[src/rtl/serial_adder_pkg.sv]
// rtl/serial_adder_pkg.sv - shared state type and width helpers for serial_adder
package serial_adder_pkg;

  typedef enum logic [1:0] {
    IDLE = 2'd0,
    RUN  = 2'd1,
    DONE = 2'd2
  } state_t;

  localparam int unsigned MIN_WIDTH = 2;
  localparam int unsigned MAX_WIDTH = 32;

  // Bit counter only has to reach WIDTH-1.
  function automatic int unsigned cnt_width(input int unsigned width);
    return (width < 2) ? 1 : $clog2(width);
  endfunction

  function automatic bit width_ok(input int unsigned width);
    return (width >= MIN_WIDTH) && (width <= MAX_WIDTH);
  endfunction

endpackage

[src/rtl/serial_adder_fa_cell.sv]
// rtl/serial_adder_fa_cell.sv - combinational one-bit full adder cell
module fa_cell (
  input  logic i0,
  input  logic i1,
  input  logic cin,
  output logic sum,
  output logic cout
);

  assign sum  = i0 ^ i1 ^ cin;
  assign cout = (i0 & i1) | (cin & (i0 ^ i1));

endmodule

[src/rtl/serial_adder.sv]
// rtl/serial_adder.sv - bit-serial two's-complement adder, one bit per clock
// Optional subtract port enabled by defining SERIAL_ADDER_SUB_EN.
module serial_adder
  import serial_adder_pkg::*;
#(
  parameter int unsigned WIDTH = 8
) (
  input  logic             clk,
  input  logic             rst_n,
  input  logic             start,
  input  logic [WIDTH-1:0] a,
  input  logic [WIDTH-1:0] b,
`ifdef SERIAL_ADDER_SUB_EN
  input  logic             sub,
`endif
  output logic             busy,
  output logic             done,
  output logic [WIDTH-1:0] sum,
  output logic             cout,
  output logic             ovf
);

  localparam int unsigned   CW         = cnt_width(WIDTH);
  localparam logic [CW-1:0] CNT_LAST   = CW'(WIDTH - 1);
  localparam logic [CW-1:0] CNT_MSB_IN = CW'(WIDTH - 2);

  if (!width_ok(WIDTH)) begin : g_width_check
    $error("serial_adder: WIDTH must be in 2..32");
  end

  state_t           r_state;
  state_t           w_next_state;
  logic [WIDTH-1:0] r_a_sr;
  logic [WIDTH-1:0] r_b_sr;
  logic [WIDTH-1:0] r_sum_sr;
  logic [CW-1:0]    r_cnt;
  logic             r_carry;
  logic             r_sub_q;
  logic             r_c_msb;
  logic [WIDTH-1:0] r_sum;
  logic             r_cout;
  logic             r_ovf;
  logic             w_sub_in;
  logic             w_load;
  logic             w_step;
  logic             w_last;
  logic             w_fa_sum;
  logic             w_fa_cout;

`ifdef SERIAL_ADDER_SUB_EN
  assign w_sub_in = sub;
`else
  assign w_sub_in = 1'b0;
`endif

  // Subtraction is A + ~B + 1: B is inverted bitwise and the carry is seeded with sub.
  fa_cell u_fa (
    .i0   (r_a_sr[0]),
    .i1   (r_b_sr[0] ^ r_sub_q),
    .cin  (r_carry),
    .sum  (w_fa_sum),
    .cout (w_fa_cout)
  );

  always_ff @(posedge clk or negedge rst_n) begin
    if (!rst_n) begin
      r_state <= IDLE;
    end else begin
      r_state <= w_next_state;
    end
  end

  always_comb begin
    w_next_state = r_state;
    busy         = 1'b0;
    done         = 1'b0;
    w_load       = 1'b0;
    w_step       = 1'b0;
    case (r_state)
      IDLE: begin
        if (start) begin
          w_load       = 1'b1;
          w_next_state = RUN;
        end
      end
      RUN: begin
        busy   = 1'b1;
        w_step = 1'b1;
        if (r_cnt == CNT_LAST) begin
          w_next_state = DONE;
        end
      end
      DONE: begin
        busy         = 1'b1;
        done         = 1'b1;
        w_next_state = IDLE;
      end
      default: w_next_state = IDLE;
    endcase
  end

  assign w_last = w_step && (r_cnt == CNT_LAST);

  always_ff @(posedge clk or negedge rst_n) begin
    if (!rst_n) begin
      r_a_sr   <= '0;
      r_b_sr   <= '0;
      r_sum_sr <= '0;
      r_cnt    <= '0;
      r_carry  <= 1'b0;
      r_sub_q  <= 1'b0;
      r_c_msb  <= 1'b0;
      r_sum    <= '0;
      r_cout   <= 1'b0;
      r_ovf    <= 1'b0;
    end else if (w_load) begin
      r_a_sr   <= a;
      r_b_sr   <= b;
      r_sum_sr <= '0;
      r_cnt    <= '0;
      r_carry  <= w_sub_in;
      r_sub_q  <= w_sub_in;
    end else if (w_step) begin
      r_a_sr   <= r_a_sr >> 1;
      r_b_sr   <= r_b_sr >> 1;
      r_sum_sr <= {w_fa_sum, r_sum_sr[WIDTH-1:1]};
      r_carry  <= w_fa_cout;
      r_cnt    <= r_cnt + CW'(1);
      // Carry out of bit WIDTH-2 is the carry into the MSB, needed for signed overflow.
      if (r_cnt == CNT_MSB_IN) begin
        r_c_msb <= w_fa_cout;
      end
      if (w_last) begin
        r_sum  <= {w_fa_sum, r_sum_sr[WIDTH-1:1]};
        r_cout <= w_fa_cout;
        r_ovf  <= r_c_msb ^ w_fa_cout;
      end
    end
  end

  assign sum  = r_sum;
  assign cout = r_cout;
  assign ovf  = r_ovf;

endmodule

[config.mk]
export PLATFORM = sky130hd
export DESIGN_NAME = serial_adder
export DESIGN_NICKNAME = d
export VERILOG_FILES = /design/src/rtl/serial_adder_pkg.sv /design/src/rtl/serial_adder_fa_cell.sv /design/src/rtl/serial_adder.sv
export SDC_FILE = /design/constraint.sdc
export NUM_CORES = 1
export LEC_CHECK = 0
export ABC_CLOCK_PERIOD_IN_PS = 1880
export CORE_MARGIN = 5
export CORE_UTILIZATION = 52
export DETAILED_ROUTE_END_ITERATION = 16
export GPL_TIMING_DRIVEN = 0
export PLACE_DENSITY = 0.8
export SETUP_SLACK_MARGIN = 0.3
export SLEW_MARGIN = 10
export SYNTH_ARGS = -nofsm -noshare
export SYNTH_HDL_FRONTEND = slang
export SYNTH_SLANG_ARGS = --single-unit
[constraint.sdc]
create_clock -name clk -period 1.88 [get_ports clk]
set_clock_uncertainty 0.1 [all_clocks]
set_input_delay 0.282 -clock clk [delete_from_list [all_inputs] [get_ports clk]]
set_output_delay 0.282 -clock clk [all_outputs]
set_load 0.1 [all_outputs]
# ---- Word-level counts from Yosys, hierarchy flattened
# Cells that the tools add are included.
# Widths: inputs -> output; s select.
dict set report totals {
  register_bits 41
  latch_bits 0
  mem_bits_rw 0
  rom_bits 0
  inputBits 19
  out_inout_bits 12
  wordCells 49
  mem_count 0
}
dict set report classes {
  addsub 1
  n_mul 0
  div_mod_pow 0
  n_lt_le_gt_ge 0
  n_eq_ne 6
  shift 0
  muxes 18
  bitwise_logic 7
  reduce_logical 7
}
# op n
set ops {}
lappend ops {{$mux 8} 6}
lappend ops {{$mux 1} 7}
lappend ops {{$eq 3x3->1 const B} 2}
lappend ops {{$mux 3} 2}
lappend ops {{$reduce_and 3->1} 2}
lappend ops {{$mux 2} 2}
lappend ops {{$ne 2x2->1 const B} 2}
lappend ops {{$pmux 2 s2} 1}
lappend ops {{$add 3x1->3 const B} 1}
lappend ops {{$xor 1x1->1} 3}
lappend ops {{$and 1x1->1} 2}
lappend ops {{$eq 2x1->1 const B} 1}
lappend ops {{$eq 2x2->1 const B} 1}
lappend ops {{$logic_not 2->1} 1}
lappend ops {{$reduce_and 2->1} 1}
lappend ops {{$reduce_bool 2->1} 1}
lappend ops {{$reduce_or 2->1} 1}
lappend ops {{$logic_and 1x1->1} 1}
lappend ops {{$not 1->1} 1}
lappend ops {{$or 1x1->1} 1}

# ---- Longest topological paths before layout
# Gate-level depths: netlist (run 1).
dict set report logic_depth {
  depth_word 5
  depth_mapped 7
  ltp_nobuf 5
}

# ---- Modules after synthesis
# Synthesis (run 1) repeated with hierarchy kept, for this count alone.
dict set report hier_totals {
  cells_unflattened 153
  area_unflattened_um2 1861.8
}
# mod n_inst cells_each area_each_um2 seq_area_each_um2
set by_module_without_submodules {}
lappend by_module_without_submodules {serial_adder 1 152 1841.8 1001.0}
lappend by_module_without_submodules {fa_cell 1 1 20.0 0.0}

# ---- Worst setup path before layout (run 1)
# OpenSTA, ideal clock, no wires.
dict set report synth_path {
  path_kind {register to output}
  from {reg r_state[0]}
  to {out busy}
  arrival_ns 1.280
  required_time_ns 1.498
  setup_slack_ns 0.218
  path_stages_with_launch 3
  n_path_buf 0
  path_cell_list {dfrtp_1 > inv_1 > ha_1}
}
dict set report synth_via {
  elab_chain_len 3
  elab_cells_between_ends 4
  cone_classes {2 x eq/ne; 1 x mux; 1 x reduce/logical}
}
# element line_no
set synth_rtl {}
lappend synth_rtl {{start: declaration} serial_adder.sv:31} ;# state_t r_state;
lappend synth_rtl {{start signal: assignment} serial_adder.sv:69} ;# r_state <= w_next_state;
lappend synth_rtl {{$eq 2x1->1 or $eq 2x2->1 (tied branches)} serial_adder.sv:79} ;# case (r_state)
lappend synth_rtl {{$reduce_or 2->1 (no source line) (*)} --}
lappend synth_rtl {{$mux 1 (*)} serial_adder.sv:79}
lappend synth_rtl {{end: declaration} serial_adder.sv:16} ;# output logic busy,
# Every way passes the cells marked *; elsewhere a longest branch is shown, timed or not.

# ---- Final worst setup path (run 1)
dict set report layout_path {
  from {reg r_state[1]}
  to {out busy}
}
# Same word-level chain as after synthesis.

==> results of run 1 <==
[synthesized netlist by cell type]
cell type	instances
xnor2_1	2
inv_1	4
nand3_1	1
dfrtp_1	40
buf_6	3
nand3_2	1
mux2_2	4
fa_1	1
nand2_1	19
mux2_4	8
mux2i_1	23
nor2_1	11
a21oi_1	1
and2_1	1
ha_1	8
nor2b_1	1
o21ai_0	17
buf_4	1
buf_2	4
o22ai_1	1
clkbuf_1	1
inv_2	1
[through the flow]
stage / TNS [ns] / area, sq um / util / hold WS [ns]
2_1_floorplan: 0 / 1860 / - / -0.114
3_3_place_gp: -19.14 / 2220 / 0.654 / 0.367
3_5_place_dp: -0.742 / 2240 / 0.661 / 0.157
4_1_cts: 0 / 2400 / 0.708 / 0.286
5_1_grt: 0 / 2440 / 0.720 / 0.336
6_report: 0 / 2440 / 0.720 / 0.293
[power breakdown]
group / switching [W] / total [W] / internal (W)
Sequential: 0.000196 / 0.00135 / 0.00115
Combinational: 0.00105 / 0.00193 / 0.000878
Clock: 0.000281 / 0.000459 / 0.000178
Total: 0.00153 / 0.00374 / 0.00221
[cells by family after synthesis]
logic type      count (synthesis)  synth area share
fa+ha+maj                       9            0.0648
xor+xnor                        2           0.00945
buf+inv                        14            0.0452
flops                          40             0.540
compound gates                 19            0.0520
mux                            35             0.213
simple gates                   34            0.0756
[cell type report]
class / count / area [sq um]
fill: 241 / 950
clock buffer: 6 / 51.3
inverter: 5 / 18.8
buffer: 9 / 83.8
sequential: 40 / 1000
timing repair buffer: 41 / 405
clock inverter: 2 / 10.0
tap: 46 / 57.6
multi-input combinational: 99 / 812
[worst max-delay path: cells and delay by family, from the launching register on]
family                   cells  cell delay, ns
flip-flops                   1            0.41
buffers and inverters        2            0.24
adder cells (fa/ha/maj)      1            0.28
[per-layer routing]
layer	routed length [um]	part of all wire
met5	0	0
met2	2030	0.53
met4	60	0.015
met3	178	0.046
met1	1600	0.41
[worst max-delay path by stage]
| stage | from | to | slack, ns | cells after the start |
|---|---|---|---|---|
| after detailed placement | r_state[0] | busy | -0.41 | 3 |
| after floorplan | r_state[1] | r_state[0] | 0.33 | 6 |
| after global routing | r_state[1] | busy | 0.16 | 3 |
| after global placement | rst_n | r_a_sr[4] | -0.46 | 1 |
| final | r_state[1] | busy | 0.22 | 3 |
| after CTS | r_state[1] | busy | 0.22 | 3 |
[sequential cells by signal, indices dropped and copies added, names as in the netlist]
register / cells
r_state: 2
r_cnt: 3
cout: 1
r_a_sr: 8
r_sum_sr: 7
r_b_sr: 8
sum: 8
r_c_msb: 1
r_carry: 1
ovf: 1
[repair_timing]
item,in CTS,in global routing
hold endpoints to repair,17,0
hold buffers,1,0
buffers inserted,8,0
setup endpoints to repair,39,47
gates resized for setup,77,22
gates cloned,1,0
==> flow_metrics.env, run 1 <==
export IMPL_synth_nets=181
export IMPL_setup_ws_ns=0.215
export IMPL_setup_violations=0
export IMPL_placed_cells=230
export IMPL_slew_violations=0
export IMPL_fp_row_count=21
export IMPL_grt_busiest_layer="met2"
export IMPL_dp_slack_ns=-0.411
export IMPL_die_area_sq_um=4860
export IMPL_path_clk_slew_ns=0.12
export IMPL_yosysWarnings=0
export IMPL_drv_cap=0
export IMPL_synthCells=153
export IMPL_crit_slowest_cell="dfrtp_1"
export IMPL_critPathMaxStageDelay_ns=0.41
export IMPL_critPathKind="reg -> out"
export IMPL_fin_nets=229
export IMPL_num_vias=1285
export IMPL_finalCriticalPeriod_ns=1.66
export IMPL_drtIter0Drc=34
export IMPL_r2r_cells=5
export IMPL_synth_area_leaders="dfrtp_1, mux2i_1, mux2_4"
export IMPL_avgSynthCellArea_sq_um=12.1
export IMPL_leakage_nw=1.19
export IMPL_drt_total_wl_um=3870
export IMPL_outcome="complete, no violations"
export IMPL_r2r_end="sum[5]"
export IMPL_ant_nets=0
export IMPL_critPathArrivalTime_ns=1.28
export IMPL_die_w_um=69.7
export IMPL_via_per_inst=5.18
export IMPL_cts_buffers_inserted=5
export IMPL_hp_class="in -> async"
export IMPL_clock_path_buffers=2
export IMPL_max_slew_worst_pin_slew_ns=0.489
export IMPL_use_met1=0.215
export IMPL_diodes=0
export IMPL_cts_root_buf="clkbuf_4"
export IMPL_synth_largest_area_cell="dfrtp_1"
export IMPL_fp_coreArea_sq_um=3390
export IMPL_synth_seq_area_share=0.540
export IMPL_dieHeight_um=69.7
export IMPL_final_cells=248
export IMPL_port_buffers=30
export IMPL_crit_required_ns=1.50
export IMPL_max_freq_mhz=601
export IMPL_post_route_period_util=0.885
export IMPL_detail_route_wl_per_cell_um=15.6
export IMPL_p_per_area_nw_per_um2=1530
export IMPL_layout_drive_gt1_share=0.307
export IMPL_met3_usage=0.0623
export IMPL_drcViolationCount=0
export IMPL_critPathCaptureType="output pin"
export IMPL_grt_max_degree=24
export IMPL_area_growth_pct=31.6
export IMPL_worstPathMaxFanout=4
export IMPL_hold_viol=0
export IMPL_rsz0062_at_grt="true"
export IMPL_tritoncts="done"
export IMPL_dp_hpwl_um=2650
export IMPL_use_met2=0.294
export IMPL_synth_top_area_share=0.540
export IMPL_slew_headroom=0.676
export IMPL_cts_sinks=40
export IMPL_finalPower_w=0.00374
export IMPL_grt_pass1_vias=1436
export IMPL_peakVddDrop_v=0.00140
export IMPL_layout_common_cells="dfrtp_1, mux2i_1, nand2_1"
export IMPL_crit_path_start_kind="flip-flop"
export IMPL_timing_rr_start="r_cnt[0]"
export IMPL_h_tree_depth=2
export IMPL_insertion_delay_ns=0.35
export IMPL_globalplace_congestion=0.772
export IMPL_r2r_slack_ns=0.22
export IMPL_syn_area_sq_um=1850
export IMPL_drtPass1Iterations=4
export IMPL_synth_seq_cells=40
export IMPL_synth_distinct_cells=22
export IMPL_grt_pass1_wl_um=6870
export IMPL_final_common_cell="dfrtp_1"
export IMPL_grt_overflow=0
export IMPL_grt_util_all_layers=0.177
export IMPL_antenna_found_initial=0
export IMPL_start_util=0.547
export IMPL_crit_chain="inv_2, ha_4, buf_12"
export IMPL_pin_count=31
Power figures use the tool's default switching activity.
==> run 2: changes to the inputs <==
Settings changed: ABC_CLOCK_PERIOD_IN_PS 1880 to not set.
==> results of run 2 <==
Final layout, timing and power as in run 1 (identical DEF).
